### config.mk
export PLATFORM = sky130hd
export DESIGN_NAME = grant_decoder_4bit
export DESIGN_NICKNAME = d
export VERILOG_FILES = /design/src/rtl/grant_decoder_4bit.sv
export SDC_FILE = /design/constraint.sdc
export NUM_CORES = 1
export LEC_CHECK = 0
export ABC_CLOCK_PERIOD_IN_PS = 3680
export BUFFER_PORTS_ARGS = -buffer_cell sky130_fd_sc_hd__clkbuf_2
export CAP_MARGIN = 30
export CORE_MARGIN = 10
export CORE_UTILIZATION = 50
export CTS_BUF_LIST = sky130_fd_sc_hd__clkbuf_16
export DETAILED_ROUTE_END_ITERATION = 10
export PLACE_DENSITY_LB_ADDON = 0.05
export SYNTH_ARGS = -nofsm -noshare
export SYNTH_HDL_FRONTEND = slang
export SYNTH_SLANG_ARGS = --single-unit
### constraint.sdc
create_clock -name clk -period 3.68 [get_ports clk]
set_clock_uncertainty 0.05 [all_clocks]
set_input_delay 0.552 -clock clk [delete_from_list [all_inputs] [get_ports clk]]
set_output_delay 0.552 -clock clk [all_outputs]
set_load 0.005 [all_outputs]
### src/rtl/grant_decoder_4bit.sv
// Registered grant dispatcher: turns an encoded priority-encoder winner into a held one-hot grant,
// released on done, enable drop or timeout, with one release cycle before the next acceptance.
module grant_decoder_4bit #(
  parameter int unsigned TIMEOUT = 16
) (
  input  logic       clk,
  input  logic       reset,
  input  logic       enable,
  input  logic [2:0] idx,
  input  logic       noSig,
  input  logic [3:0] done,
  output logic [3:0] grant,
  output logic       busy,
  output logic       timeout,
  output logic       badIdx,
  output logic [7:0] grantCount
);

  typedef enum logic [1:0] {StIdle, StGrant, StRelease} state_e;

  localparam logic [7:0] TimerLast = 8'(TIMEOUT - 1);

  state_e     state_q, state_d;
  logic [1:0] sel_q, sel_d;
  logic [7:0] timer_q, timer_d;
  logic [7:0] count_q, count_d;
  logic [3:0] grant_q, grant_d;
  logic       busy_q, busy_d;
  logic       timeout_q, timeout_d;
  logic       bad_idx_q, bad_idx_d;

  always_ff @(posedge clk) begin
    if (reset) begin
      state_q   <= StIdle;
      sel_q     <= 2'd0;
      timer_q   <= 8'd0;
      count_q   <= 8'd0;
      grant_q   <= 4'd0;
      busy_q    <= 1'b0;
      timeout_q <= 1'b0;
      bad_idx_q <= 1'b0;
    end else begin
      state_q   <= state_d;
      sel_q     <= sel_d;
      timer_q   <= timer_d;
      count_q   <= count_d;
      grant_q   <= grant_d;
      busy_q    <= busy_d;
      timeout_q <= timeout_d;
      bad_idx_q <= bad_idx_d;
    end
  end

  always_comb begin
    state_d   = state_q;
    sel_d     = sel_q;
    timer_d   = timer_q;
    count_d   = count_q;
    timeout_d = 1'b0;
    bad_idx_d = 1'b0;
    unique case (state_q)
      StIdle: begin
        if (enable && !noSig) begin
          if (!idx[2]) begin
            state_d = StGrant;
            sel_d   = idx[1:0];
            timer_d = 8'd0;
          end else begin
            bad_idx_d = 1'b1;
          end
        end
      end
      StGrant: begin
        // Completion outranks abort, which outranks timer expiry.
        if (done[sel_q]) begin
          state_d = StRelease;
          count_d = count_q + 8'd1;
        end else if (!enable) begin
          state_d = StRelease;
        end else if (timer_q == TimerLast) begin
          state_d   = StRelease;
          timeout_d = 1'b1;
        end else begin
          timer_d = timer_q + 8'd1;
        end
      end
      StRelease: state_d = StIdle;
      default:   state_d = StIdle;
    endcase
  end

  // Registered outputs are derived from the state being entered.
  always_comb begin
    grant_d = 4'd0;
    busy_d  = (state_d != StIdle);
    if (state_d == StGrant) grant_d = 4'(4'b0001 << sel_d);
  end

  assign grant      = grant_q;
  assign busy       = busy_q;
  assign timeout    = timeout_q;
  assign badIdx     = bad_idx_q;
  assign grantCount = count_q;

endmodule
**Word-level counts from Yosys, hierarchy flattened**

Index checks and enable logic that the tools add are counted.

- Register bits after elaboration: 27
- Word-level logic and storage cells: 54
- Latch bits: 0
- ROM bits: 0
- RAM bits: 0
- Input bits: 11
- Memories: 0

- Shift operators: 1
- Mux-type cells: 19
- Bitwise gates (word level): 5
- Reduce and logical (&&, ||, !) cells: 10
- Divide/modulo/power cells: 0
- Add/subtract/negate cells: 2
- Equality and inequality tests: 8
- Multipliers: 0
- Magnitude comparators: 1

Operators with widths:

| kind | number |
|---|---|
| 2-to-1 mux 8 bit | 5 |
| adder 8 x 1 -> 8 bit, second input constant | 2 |
| 2-to-1 mux 2 bit | 8 |
| one-hot mux 8 bit (2 select lines) | 1 |
| inequality test 2 bit, second input constant | 5 |
| equality test 8 x 4 -> 1 bit, second input constant | 1 |
| AND reduction 6 bit | 1 |
| NOT 1 bit | 5 |
| equality test 2 x 1 -> 1 bit, second input constant | 2 |
| one-hot mux 2 bit (2 select lines) | 1 |
| nonzero test 2 bit | 2 |
| OR reduction 4 bit | 1 |
| left shift 1 x 2 -> 4 bit, first input constant | 1 |
| < comparator 2 x 3 -> 1 bit, second input constant | 1 |
| 2-to-1 mux 1 bit | 3 |
| OR reduction 3 bit | 1 |
| binary-select mux 1 bit (select 2 bit) | 1 |
| zero test 2 bit | 1 |
| AND reduction 2 bit | 1 |
| OR reduction 2 bit | 1 |
| logical AND 1 bit | 1 |
| zero test 1 bit | 1 |

**Depth between registers and ports, before layout**

- Word-level depth: 8
- Gate-level depth with buffers: 6

**Worst setup path after synthesis**

OpenSTA, ideal clock, no wires.

- Path kind: input to register
- From: input done[0]
- To: register timer_q[3]
- Cell stages on the path: 5
- Data arrival time: 1736 ps
- Required time: 3560 ps
- Buffers on the path: 1
- Setup slack: 1825 ps
- Path through: mux2_4 -> a32o_1 -> buf_6 -> or4_1 -> a21oi_1

- Longest elaborated chain between the ends: 4

Ends and longest elaborated chain:

| element | line | RTL |
|---|---|---|
| from (decl) | 11 | `input logic [3:0] done,` |
| binary-select mux 1 bit (select 2 bit) | 75 | `if (done[sel_q]) begin` |
| 2-to-1 mux 1 bit (implied by the code) | 75 |  |
| inequality test 2 bit (no line) | - |  |
| AND reduction 6 bit (no line) | - |  |
| to (signal assigned) | 45 | `timer_q <= timer_d;` |
| to (decl) | 25 | `logic [7:0] timer_q, timer_d;` |

No other way between the ends. The select of a mux whose other input is x is not followed.
A chain may end at the register's enable or synchronous reset.

**Worst setup path in the final report**

- From: register sel_q[1]
- To: register timer_q[7]

- Longest elaborated chain between the ends: 4

Ends and longest elaborated chain:

| element | line | RTL |
|---|---|---|
| from (decl) | 24 | `logic [1:0] sel_q, sel_d;` |
| from (signal assigned) | 44 | `sel_q <= sel_d;` |
| binary-select mux 1 bit (select 2 bit) | 75 |  |
| 2-to-1 mux 1 bit (implied by the code) | 75 |  |
| inequality test 2 bit (no line) | - |  |
| AND reduction 6 bit (no line) | - |  |

No other way between the ends. The select of a mux whose other input is x is not followed.

==> qor.txt <==
outcome -> completed
sequential cell area -> 540.5 µm²
grt ovf -> 0
Fmax -> 0.4805 GHz
Min Clock Period, post-route -> 2081 ps
Hold Startpoint -> timer_q[7]
Clock transition at path regs -> 70 ps
TNS Setup -> 0 ps
fill cell count -> 216
Setup crit end kind -> flip-flop
grt peak-use layer -> met2
HPWL after DPL -> 2074 µm
Post-Synthesis Cell Area -> 1275 µm²
count of final hold-check violations -> 0
first-pass GRT wire length -> 4788 µm
R2R depth -> 4
worst hold slack -> 432.0 ps
met3 global-route usage -> 3.249%
post-route ant nets -> 0
Slew @ Worst Pin -> 834.5 ps
PwrDens -> 395.2 nW/µm²
Seq cells post-synth -> 27
area grow syn2layout -> 16.88%
CP Max Fanout -> 11
# setup viols final -> 0
vias in the first global route -> 1040
Critical path buffers and inverters -> 0
cell family with most CP delay -> simple AND/OR/NAND/NOR gates
Arr. time, crit path -> 2180 ps
IO Pins -> 26
crit-path most repeated cell -> mux2i_1
Total GRT Usage -> 11.19%
Final Max Tran Viols -> 0
antenna violations before repair -> 0
Max VDD drop -> 0.3151 mV
row count -> 18
Detailed Routing Iterations Pass 1 -> 4
buffers added on ports -> 25
critical-path cell list -> mux2i_1 -> o221ai_1 -> or4_1 -> mux2i_1
Final GP Congestion -> 0.7222
Worst-Skew Late Latency -> 260 ps
Clock Sink Count -> 27
pin count of the biggest net entering global routing -> 18
Syn Area/Cell -> 9.239 µm²
post_cts resized -> 0
hold_buf cts -> 0
Die Height -> 70.50 µm
core area -> 2455 µm²
CP startpoint kind -> flip-flop
antenna diode count -> 0
Initial Util -> 51.94%
CTS tree -> yes
Crit-path slowest cell -> or4_1
fin crit share -> 56.55%
met1 Use GR -> 13.22%
Routed WL per cell -> 14.02 µm
post-synthesis sequential area ratio -> 42.39%
crit path kind -> flip-flop to flip-flop
# Post-CTS Setup Buffers -> 0
Worst R2R End -> timer_q[7]
RSZ-0062 raised after global routing -> false
fraction of final layout cells sized beyond drive strength 1 -> 22.36%
WP data required -> 3780 ps
R2R Setup Slk -> 1600 ps
Synth Instances -> 138
via/cell ratio -> 5.628
met2 Usage GRT -> 18.56%
LEAKAGE -> 0.5976 nW
die area -> 4970 µm²
maxcap violations -> 0
Chip Width -> 70.50 µm
vias -> 1075
Non-Filler Instances -> 191
Yosys warning total -> 0
NumNets Final -> 175
DRT Wirelength -> 2678 µm
Hold Path Depth -> 2
Reg-to-Reg Start -> sel_q[1]
H-Tree Level Count -> 1
Num CTS Buffers -> 3
Post-Syn Nets -> 151
critical path's largest stage delay -> 650 ps
Inst Count DP -> 187
Multi-input gate area -> 689.4 µm²
Hold Path Class -> flip-flop to flip-flop
initial drt markers -> 103
clk buf depth -> 2
worst rel slew slack -> 44.36%
Synth cell types -> 39
Worst Hold End -> timer_q[7]
DRC violations left -> 0
clock root buffer -> clkbuf_16
state kept, by name, indices dropped and copies added (netlist names):
register / cells
grantCount: 8
timer_q: 8
grant: 4
sel_q: 2
state_q: 2
badIdx: 1
busy: 1
timeout: 1
routing by layer:
metal	vias up	share of wire, %
li1	552	-
met1	499	46
met2	22	48
met3	2	4.9
met4	0	0.49
met5	-	0
cells in the mapped netlist:
cell	n	share of area [%]
inv_2	1	0.29
buf_6	1	0.88
o21ai_0	2	0.79
nor4bb_1	1	0.79
a311oi_1	1	0.69
a32o_1	1	0.79
ha_1	2	2.0
or2_2	1	0.49
and3_1	4	2.0
or4_1	3	1.8
nor3b_1	1	0.59
or3_1	1	0.49
nor3_1	2	0.79
o221ai_1	1	0.69
dfxtp_1	27	42
a32oi_1	1	0.69
clkbuf_1	5	1.5
nand4_1	6	2.9
mux2_4	1	1.2
nor4_1	3	1.5
and4b_1	1	0.79
o221a_2	1	0.88
xor2_1	6	4.1
and2_1	1	0.49
mux2i_1	7	5.5
mux4_2	1	1.8
inv_1	3	0.88
a21oi_1	7	2.7
and4_1	2	1.4
nand2b_1	4	2.0
xnor2_1	1	0.69
nor2b_1	4	2.0
a31o_2	1	0.69
nand3_1	9	3.5
nand2_1	9	2.6
o31ai_1	3	1.8
nor4b_1	1	0.69
nor4b_2	1	1.2
nor2_1	11	3.2
metrics by stage:
step                area [µm²]  total power, mW  util, %  setup WS [ps]
floorplan                 1275           0.3355        -           1825
global placement          1408           0.3483    57.34           1533
detailed placement        1408           0.3496    57.34           1468
CTS                       1490           0.5977    60.70           1611
global route              1490           0.6128    60.70           1436
finish                    1490           0.5889    60.70           1599
power by group:
part	switching [mW]	internal, mW
sequential	0.00399	0.296
combinational	0.0246	0.0177
clock	0.0990	0.148
total	0.128	0.461
cell type report:
class,count,area share (%)
multi-input combinational,101,46.26
sequential,27,36.27
timing repair buffer,25,8.396
clock buffer,3,5.038
tap,30,2.519
inverter,4,1.008
clock inverter,1,0.5038
layout by cell type, fill, tap and decap left out, drive strengths merged, types with 4 or more instances in the layout:
master / n
inv: 4
and3: 4
xor2: 6
nor2b: 4
nand2: 9
dfxtp: 27
a21oi: 7
nand3: 9
nand4: 6
nand2b: 4
clkbuf: 28
mux2i: 7
nor2: 11
worst reg2reg max path, delay by kind of cell (launching register included):
family           cells  cell delay, ps
multiplexers         2             410
AND/OR/NAND/NOR      1             660
flip-flops           1             430
AO/OA/AOI/OAI        1             420
how the worst max path moves through the flow:
stage / endpoint / slack (ps) / cells after the start / startpoint
6_report: timer_q[7] / 1600 / 4 / sel_q[1]
5_1_grt: timer_q[7] / 1440 / 4 / sel_q[1]
4_1_cts: timer_q[7] / 1610 / 4 / sel_q[1]
3_5_place_dp: timer_q[7] / 1470 / 5 / done[3]
3_3_place_gp: timer_q[7] / 1530 / 5 / done[3]
2_1_floorplan: timer_q[3] / 1820 / 5 / done[0]
logic make-up (layout without fill, tap and decap cells):
kind of cell	after synthesis	count (layout)	share of synthesized area (%)
and+or+nand+nor	65	65	29.15
DFF	27	27	42.39
AOI/OAI and AO/OA	18	18	9.716
buffers and inverters	10	33	3.533
muxes	9	9	8.439
xor gates and xnor gates	7	7	4.809
adders and majority gates	2	2	1.962
Power figures use the tool's default switching activity.
